<file path="src/rtl/alu_pkg.sv">
// Shared ALU definitions: opcode width and the opcode map used by the
// decoder side (fan-out) and by the result collector (fan-in).
package alu_pkg;

  localparam int OPCODE_W = 5;

  typedef enum logic [OPCODE_W-1:0] {
    OP_ADD = 5'd0,
    OP_ADC = 5'd1,
    OP_SUB = 5'd2,
    OP_SBB = 5'd3,
    OP_AND = 5'd4,
    OP_OR  = 5'd5,
    OP_XOR = 5'd6,
    OP_NOT = 5'd7,
    OP_SHL = 5'd8,
    OP_SHR = 5'd9,
    OP_SAR = 5'd10,
    OP_ROL = 5'd11,
    OP_ROR = 5'd12,
    OP_INC = 5'd13,
    OP_DEC = 5'd14,
    OP_NEG = 5'd15
  } opcode_e;

endpackage

</file>
<file path="src/rtl/rr_arbiter.sv">
// Round-robin priority encoder: first set request at or after ptr (with wrap)
// wins. Purely combinational; the pointer register lives in the parent.
module rr_arbiter #(
  parameter int NUNITS = 16,
  parameter int PW     = (NUNITS > 1) ? $clog2(NUNITS) : 1
) (
  input  logic [NUNITS-1:0] req,
  input  logic [PW-1:0]     ptr,
  input  logic              en,
  output logic [NUNITS-1:0] gnt,
  output logic [PW-1:0]     idx,
  output logic              any
);

  always_comb begin
    int lane;
    gnt  = '0;
    idx  = '0;
    any  = 1'b0;
    lane = 0;
    for (int k = 0; k < NUNITS; k++) begin
      lane = int'(ptr) + k;
      if (lane >= NUNITS) lane = lane - NUNITS;
      if (en && !any && req[lane[PW-1:0]]) begin
        any                = 1'b1;
        gnt[lane[PW-1:0]]  = 1'b1;
        idx                = lane[PW-1:0];
      end
    end
  end

endmodule

</file>
<file path="src/rtl/alu_result_collector.sv">
// Fan-in of functional-unit results: round-robin arbitration, lane-to-opcode
// encoding, and a small registered FIFO feeding a valid/ready writeback stream.
//
// Handshakes: a lane result transfers when unit_valid[i] && unit_ack[i] at a
// rising edge; the output transfers when out_valid && out_ready at a rising edge.
module alu_result_collector
  import alu_pkg::*;
#(
  parameter int NUNITS = 16,
  parameter int WIDTH  = 32,
  parameter int DEPTH  = 4
) (
  input  logic                      clk,
  input  logic                      rst,
  input  logic [NUNITS-1:0]         unit_valid,
  input  logic [NUNITS*WIDTH-1:0]   unit_result,
  output logic [NUNITS-1:0]         unit_ack,
  output logic                      out_valid,
  input  logic                      out_ready,
  output logic [WIDTH-1:0]          out_data,
  output logic [OPCODE_W-1:0]       out_opcode,
  output logic [$clog2(DEPTH):0]    count,
  output logic                      full
);

  localparam int PW = (NUNITS > 1) ? $clog2(NUNITS) : 1;
  localparam int AW = $clog2(DEPTH);
  localparam int CW = AW + 1;

  logic [PW-1:0]       r_rr_ptr;
  logic [AW-1:0]       r_rd_ptr;
  logic [AW-1:0]       r_wr_ptr;
  logic [CW-1:0]       r_count;
  logic [WIDTH-1:0]    r_data [DEPTH];
  logic [OPCODE_W-1:0] r_op   [DEPTH];

  logic [PW-1:0]       w_idx;
  logic                w_any;
  logic                w_pop;
  logic                w_can_push;
  logic                w_en;
  logic [WIDTH-1:0]    w_sel_result;
  logic [OPCODE_W-1:0] w_sel_op;

  assign out_valid  = (r_count != '0);
  assign w_pop      = out_valid && out_ready;
  // A full FIFO still accepts when the head leaves in the same cycle.
  assign w_can_push = (r_count < CW'(DEPTH)) || w_pop;
  assign w_en       = w_can_push && !rst;

  rr_arbiter #(
    .NUNITS (NUNITS),
    .PW     (PW)
  ) u_arb (
    .req (unit_valid),
    .ptr (r_rr_ptr),
    .en  (w_en),
    .gnt (unit_ack),
    .idx (w_idx),
    .any (w_any)
  );

  always_comb begin
    w_sel_result = '0;
    for (int i = 0; i < NUNITS; i++) begin
      if (unit_ack[i]) w_sel_result = unit_result[i*WIDTH +: WIDTH];
    end
  end

  assign w_sel_op = OPCODE_W'(w_idx);

  always_ff @(posedge clk or posedge rst) begin
    if (rst) begin
      r_rr_ptr <= '0;
    end else if (w_any) begin
      r_rr_ptr <= (w_idx == PW'(NUNITS - 1)) ? '0 : w_idx + PW'(1);
    end
  end

  always_ff @(posedge clk or posedge rst) begin
    if (rst) begin
      r_wr_ptr <= '0;
      r_rd_ptr <= '0;
      r_count  <= '0;
      for (int i = 0; i < DEPTH; i++) begin
        r_data[i] <= '0;
        r_op[i]   <= '0;
      end
    end else begin
      if (w_any) begin
        r_data[r_wr_ptr] <= w_sel_result;
        r_op[r_wr_ptr]   <= w_sel_op;
        r_wr_ptr         <= r_wr_ptr + AW'(1);
      end
      if (w_pop) r_rd_ptr <= r_rd_ptr + AW'(1);
      case ({w_any, w_pop})
        2'b10:   r_count <= r_count + CW'(1);
        2'b01:   r_count <= r_count - CW'(1);
        default: r_count <= r_count;
      endcase
    end
  end

  assign out_data   = r_data[r_rd_ptr];
  assign out_opcode = r_op[r_rd_ptr];
  assign count      = r_count;
  assign full       = (r_count == CW'(DEPTH));

endmodule

</file>
<file path="config.mk">
export PLATFORM = sky130hd
export DESIGN_NAME = alu_result_collector
export DESIGN_NICKNAME = d
export VERILOG_FILES = /design/src/rtl/alu_pkg.sv /design/src/rtl/rr_arbiter.sv /design/src/rtl/alu_result_collector.sv
export SDC_FILE = /design/constraint.sdc
export NUM_CORES = 1
export LEC_CHECK = 0
export CAP_MARGIN = 20
export CELL_PAD_IN_SITES_DETAIL_PLACEMENT = 1
export CELL_PAD_IN_SITES_GLOBAL_PLACEMENT = 2
export CORE_MARGIN = 4
export CORE_UTILIZATION = 23
export DETAILED_ROUTE_END_ITERATION = 10
export GPL_ROUTABILITY_DRIVEN = 0
export PLACE_DENSITY_LB_ADDON = 0.1
export SKIP_LAST_GASP = 1
export SYNTH_ARGS = -nofsm -noshare
export SYNTH_HDL_FRONTEND = slang
export SYNTH_HIERARCHICAL = 1
export SYNTH_SLANG_ARGS = --single-unit
</file>
<file path="constraint.sdc">
create_clock -name clk -period 5.3 [get_ports clk]
set_input_delay 0.795 -clock clk [delete_from_list [all_inputs] [get_ports clk]]
set_output_delay 0.795 -clock clk [all_outputs]
set_load 0.02 [all_outputs]
</file>
=== Yosys cells after proc, flatten, opt, wreduce, memory -nomap -nowiden ===
Cells that the tools add are included.

* Add/sub/neg operators: 36
* $lt $le $gt $ge: 52
* Eq/ne operators: 4
* Muxes and demuxes: 158
* Bitwise logic cells: 17
* Reductions and logical operators: 69

{| class="wikitable"
|+ Operator list
! kind !! number
|-
| 32-bit two-way mux || 19
|-
| 16-bit two-way mux || 16
|-
| 16-bit bitwise OR || 15
|-
| 4-bit two-way mux || 33
|-
| 128-bit bitwise mux || 1
|-
| 4-bit by 5-bit < comparator with 1-bit output, second input constant || 16
|-
| 5-bit greater-or-equal comparator, second input constant || 15
|-
| 1-bit binary-select mux with 4-bit select || 16
|-
| 32-bit binary-select mux with 2-bit select || 1
|-
| 1-bit demux with 4-bit select || 16
|-
| 32-bit demux with 2-bit select || 1
|-
| 4-bit by 1-bit greater-or-equal comparator with 1-bit output, second input constant || 16
|-
| 4-bit by 1-bit subtractor with 4-bit output, second input constant || 16
|-
| 1-bit logical AND || 50
|-
| 1-bit two-way mux || 48
|-
| 4-bit by 4-bit adder with 5-bit output, second input constant || 8
|-
| 4-bit by 3-bit adder with 5-bit output, second input constant || 4
|-
| 20-bit bitwise mux || 1
|-
| 1-bit zero test || 16
|-
| 5-bit two-way mux || 3
|-
| 4-bit by 2-bit adder with 5-bit output, second input constant || 2
|-
| 5-bit binary-select mux with 2-bit select || 1
|-
| 5-bit demux with 2-bit select || 1
|-
| 3-bit greater-or-equal comparator, second input constant || 2
|-
| 17 further kinds || 19
|}

* Bits in registers: 159
* Output and inout bits: 58
* Logic and storage cells: 348

=== Longest topological paths before layout ===
* Depth after elaboration: 83
* Mapped depth: 24
* Mapped depth without buffers: 17

=== Hierarchy ===
Netlist, hierarchy kept.

{| class="wikitable"
|+ By module, submodules not included
! module !! times used !! cells an instance !! area each (um^2)
|-
| alu_result_collector || 1 || 1355 || 11641.2
|-
| rr_arbiter || 1 || 503 || 3679.8
|}

=== Least setup slack after synthesis ===
No wires, ideal clock.

* Kind: flip-flop to flip-flop
* Start: register r_rr_ptr[2]
* End: register r_data[125] (netlist bit)
* Library setup time: 0.086 ns
* Arrival: 5.827 ns
* Setup slack: -0.613 ns
* Stages on the path, launching flop included: 22
* Path buffers: 5
* Clock period less this slack: 5.913 ns
* Cells stage by stage: dfrtp_1 > buf_2 > inv_1 > clkbuf_1 > ha_1 > clkbuf_1 > clkbuf_1 > mux4_2 > mux4_2 > or4_1 > nor4_2 > nand2_1 > a21oi_1 > a221oi_1 > nand3_1 > a31o_1 > buf_6 > a211oi_1 > a211o_1 > a2111oi_2 > o21ai_2 > o221ai_2

* Elaborated cells between the ends (all ways): 285
* Those cells by class: 31 x add/sub; 48 x order compare; 129 x mux; 15 x bitwise; 62 x reduce/logical

{| class="wikitable"
|+ RTL lines
! what !! line !! RTL
|-
| from (decl) || alu_result_collector.sv:30 || <nowiki>logic [PW-1:0] r_rr_ptr;</nowiki>
|-
| from (signal assigned) || alu_result_collector.sv:76 || <nowiki>r_rr_ptr <= (w_idx == PW'(NUNITS - 1)) ? '0 : w_idx + PW'(1);</nowiki>
|-
| parallel branches: the longest is 65 deep, another holds 4-bit by 1-bit adder with 5-bit output || - ||
|-
| 16-bit two-way mux (*) || rr_arbiter.sv:24 || <nowiki>if (en && !any && req[lane[PW-1:0]]) begin</nowiki>
|-
| net unit_ack[1] || alu_result_collector.sv:17 || <nowiki>output logic [NUNITS-1:0] unit_ack,</nowiki>
|-
| 32-bit two-way mux (*) (15 in a row) || alu_result_collector.sv:66 || <nowiki>if (unit_ack[i]) w_sel_result = unit_result[i*WIDTH +: WIDTH];</nowiki>
|-
| 128-bit bitwise mux (*) || alu_result_collector.sv:91 || <nowiki>r_data[r_wr_ptr] <= w_sel_result;</nowiki>
|-
| to (signal, indexed assignment) || alu_result_collector.sv:91 ||
|-
| to (decl) || alu_result_collector.sv:34 || <nowiki>logic [WIDTH-1:0] r_data [DEPTH];</nowiki>
|}

Mark *: on every way through the listed nets, which the timed path passes. The select of a mux whose other input is x is not followed.
A chain may end at the register's enable or synchronous reset.

=== Worst setup path in the final report ===
* Start: input unit_valid[11]
* End: output unit_ack[10]

* Cells in the longest elaborated chain, start to end: 64
* Elaborated cells between the ends (all ways): 124
* Those cells by class: 63 x mux; 15 x bitwise; 46 x reduce/logical

{| class="wikitable"
|+ RTL lines
! what !! line !! RTL
|-
| from (decl) || alu_result_collector.sv:15 || <nowiki>input logic [NUNITS-1:0] unit_valid,</nowiki>
|-
| 1-bit binary-select mux with 4-bit select || rr_arbiter.sv:24 ||
|-
| 1-bit two-way mux (not written as such) || rr_arbiter.sv:24 ||
|-
| 1-bit logical AND || rr_arbiter.sv:24 ||
|-
| 1-bit two-way mux || rr_arbiter.sv:24 ||
|-
| 1-bit zero test || rr_arbiter.sv:24 ||
|-
| 1-bit logical AND (2 in a row) || rr_arbiter.sv:24 ||
|-
| 1-bit two-way mux || rr_arbiter.sv:24 ||
|-
| 1-bit zero test || rr_arbiter.sv:24 ||
|-
| (+44 left out) || - ||
|-
| 1-bit logical AND (2 in a row) || rr_arbiter.sv:24 ||
|-
| 1-bit two-way mux || rr_arbiter.sv:24 ||
|-
| 1-bit zero test || rr_arbiter.sv:24 ||
|-
| 1-bit logical AND (2 in a row) || rr_arbiter.sv:24 ||
|-
| 1-bit two-way mux || rr_arbiter.sv:24 ||
|-
| 1-bit zero test || rr_arbiter.sv:24 ||
|-
| 1-bit logical AND (2 in a row) || rr_arbiter.sv:24 ||
|-
| 16-bit two-way mux (*) || rr_arbiter.sv:24 ||
|-
| to (decl) || alu_result_collector.sv:17 ||
|}

Mark *: on every way between the ends. The rest lies on a longest branch, timed or not. The select of a mux whose other input is x is not followed.

==> key figures <==
Status
  • Status: finished, violations left
  • Failing checks: negative setup slack

Logic synthesis
  • Fraction of the yosys area taken by sequential cells: 0.253
  • FF+latch count, synth: 155
  • Multiplexer share of the synthesized area: 0.125
  • Post-synthesis compound-gate area fraction: 0.331
  • Mapped Area: 0.0153 mm^2
  • Avg Cell Area, Syn: 8.25 um^2
  • Library cells used by synthesis: 88
  • Async S/R FF share, synth: 1.00
  • Simple-Gate Fraction of Synth Area: 0.201
  • Gate Count Post-Synth: ~1.9k
  • Main flop type after synthesis: dfrtp_1
  • Adder-cell share of the synthesized area: 0.0176
  • Synth Area in XOR/XNOR: 0.0130
  • Largest family of logic cells by synthesized area: compound AO/OA/AOI/OAI gates
  • Number of flops mapped to enable cells by yosys: 0
  • Synth warnings: 6
  • Syn_nets: 2410

STA
  • Pins Over Slew Limit: 0
  • Crit path time final: 5.38 ns
  • Final Skew: about 0.012 ns
  • Endpoints failing hold: 0
  • Worst Slack Setup Final: -0.0807 ns
  • Slew Limit Headroom: 0.365
  • Slew @ Worst Pin: 0.953 ns
  • Final Cycle Share: 1.02
  • Fin Setup TNS: -0.176 ns
  • RSZ-0062 raised after global routing: true
  • Fmax: between 0.15 and 0.2 GHz
  • # setup viols final: 6

Critical path
  • Worst setup endpoint: unit_ack[10]
  • FF-to-FF Start: r_rr_ptr[0]$_DFFE_PP0P_
  • Crit. End Element: output pin
  • Register-to-register path setup slack: -0.02 ns
  • Crit Path Max Fanout: 6
  • CP required: about 4.5 ns
  • Setup crit start: unit_valid[11]
  • End of the worst register-to-register path: r_data[78]$_DFFE_PP0P_
  • Critical path class: in -> out
  • Startpoint types: input pin
  • Worst Reg-to-Reg Cells: 22
  • CP Data Arrival Time: 4.59 ns

Global route
  • Largest net degree at the start of global routing: 98
  • First-pass GRT wire length: 155 mm
  • Gr ovfl total: 0
  • Antenna violations before repair: 5
  • Vias in the first global route: roughly 21k
  • Total track usage: 0.294

Routing
  • DRC violations left: 0
  • Detail Route Antenna Nets: 0
  • DR WL met3: 7.51 mm
  • M1 WL: 48.5 mm
  • Initial DRC Count: 1808
  • Top Metal Used: met5
  • Met2 Routed Length: 53.1 mm
  • WL final: 112 mm
  • DR vias: 20.7k
  • DR WL/cell: 31.0 um
  • TritonRoute pass-1 iters: 5
  • Vias per std cell: 5.75

Layout
  • Layout cells sized above 1: 0.329
  • Reg area: 0.00388 mm^2
  • Design area: 0.0280 mm^2
  • Multi-input gate area: 0.0122 mm^2
  • Area Growth Syn to Fin: 82.9%
  • Nets: 3282
  • Fillers: 7463

Floorplan
  • Die width: 266 um
  • DIE HEIGHT: between 200 and 300 um
  • Core area: 0.0659 mm^2
  • Io pins: between 500 and 600
  • Die ar.: about 0.071 mm^2
  • Row count: 94
  • Initial Utilization: 0.233

Clock tree
  • Clock Pin Slew Worst Setup and Hold Paths: 0.06 ns
  • CTS tree: done
  • TritonCTS buffer count: 17
  • Skew-Pair Late Insertion Delay: 0.45 ns
  • Hold buffer count at cts: 0
  • CTS sink cnt: 155
  • Root buf cell: clkbuf_16
  • H-Tree Level Count: 4
  • Longest Clk Path Bufs: 2

Worst hold path
  • Worst Hold Class: reg -> reg

Placed design
  • Placement Cell Area: 0.0249 mm^2
  • Setup WS pre-CTS: -0.753 ns
  • Hpwl dp: 87.7 mm
  • IO buf count: roughly 590

Run
  • Max_cap viols: 0
## per-stage QoR
stage	hold slack, ns	util	instances
6_report	0.503	0.425	3607
4_1_cts	0.507	0.395	3559
2_1_floorplan	0.475	-	1858
5_1_grt	0.519	0.425	3607
3_3_place_gp	0.485	0.378	3511
3_5_place_dp	0.493	0.378	3511
## flip-flops by register name, indices dropped and copies added, names as in the netlist
register / count
r_op: 16
r_wr_ptr: 2
count: 3
r_rd_ptr: 2
r_rr_ptr: 4
r_data: 128
## cell families after synthesis
| logic type | after synthesis |
|---|---|
| other | 1 |
| AO/OA/AOI/OAI | 720 |
| AND/OR/NAND/NOR | 626 |
| buffers and inverters | 207 |
| adder cells (fa/ha/maj) | 21 |
| multiplexers | 107 |
| flip-flops | 155 |
| XOR/XNOR | 21 |
## critical path: stages
cell and delay (ns):
clkdlybuf4s50_1 0.53, mux4_2 0.56, mux4_2 0.55, nor4_4 0.33, buf_6 0.17, nand3_4 0.09
buf_6 0.16, nor3_4 0.31, buf_4 0.18, nand2_2 0.07, o211ai_1 0.32, a221oi_2 0.07
nand2_2 0.13, buf_12 0.11, buf_6 0.09, buf_6 0.11
## cell usage in the layout (no fill, tap or decap), drive strengths merged, types with 14 or more instances in the layout
master,count
clkdlybuf4s50,562
buf,456
nand2,347
o21ai,221
dfrtp,155
o221ai,132
nand3,77
a221oi,71
a22oi,66
mux4,65
nor2,64
o22ai,63
o211ai,48
nor3b,33
o31ai,33
clkbuf,28
inv,24
mux2,23
a21oi,22
ha,20
mux2i,19
nor3,16
nand4,14
xnor2,14
## worst min-delay path by stage
| stage | from | end | slack (ns) | depth (start not counted) |
|---|---|---|---|---|
| final | r_op[5]$_DFFE_PP0P_ | r_op[5]$_DFFE_PP0P_ | 0.50 | 1 |
| after global routing | r_op[0]$_DFFE_PP0P_ | r_op[0]$_DFFE_PP0P_ | 0.52 | 1 |
| after CTS | r_op[5]$_DFFE_PP0P_ | r_op[5]$_DFFE_PP0P_ | 0.51 | 1 |
| after detailed placement | r_op[5]$_DFFE_PP0P_ | r_op[5]$_DFFE_PP0P_ | 0.49 | 1 |
| after global placement | r_op[12]$_DFFE_PP0P_ | r_op[12]$_DFFE_PP0P_ | 0.48 | 1 |
| after floorplan | r_op[5]$_DFFE_PP0P_ | r_op[5]$_DFFE_PP0P_ | 0.48 | 1 |
## cells in the mapped netlist, drive strengths merged (20+ instances only)
| cell type | number | area [um^2] |
|---|---|---|
| a21oi | 22 | 114 |
| a221oi | 71 | 622 |
| a22oi | 66 | 495 |
| buf | 68 | 379 |
| clkbuf | 115 | 432 |
| dfrtp | 155 | 3880 |
| ha | 20 | 250 |
| inv | 23 | 86.3 |
| mux2 | 23 | 259 |
| mux4 | 65 | 1460 |
| nand2 | 347 | 1300 |
| nand3 | 77 | 490 |
| nor2 | 64 | 243 |
| nor3b | 33 | 253 |
| o211ai | 48 | 374 |
| o21ai | 221 | 1110 |
| o221ai | 132 | 1160 |
| o22ai | 63 | 394 |
| o31ai | 33 | 262 |
## cell type report
type / instances / area share
multi-input combinational: 1496 / 0.435
tap: 864 / 0.0386
sequential: 155 / 0.139
clock buffer: 19 / 0.0162
timing repair buffer: 1036 / 0.362
inverter: 24 / 0.00362
clock inverter: 12 / 0.00589
antenna: 1 / 0.0000893
## timing repair
item                       4_1_cts  5_1_grt
cloned                           0       10
gates resized for setup        156      312
setup buffers                   18       41
setup endpoints to repair      144      144
pin swaps                       27      100
## routing by layer
metal | vias up | track usage
met5 | - | 0
met4 | 6 | 0.0527
met3 | 114 | 0.0620
met2 | 869 | 0.480
met1 | 10700 | 0.407
li1 | 9090 | -
Power is not shown: default switching activity piles up to over one toggle a cycle in this logic, so the estimate is an artifact.
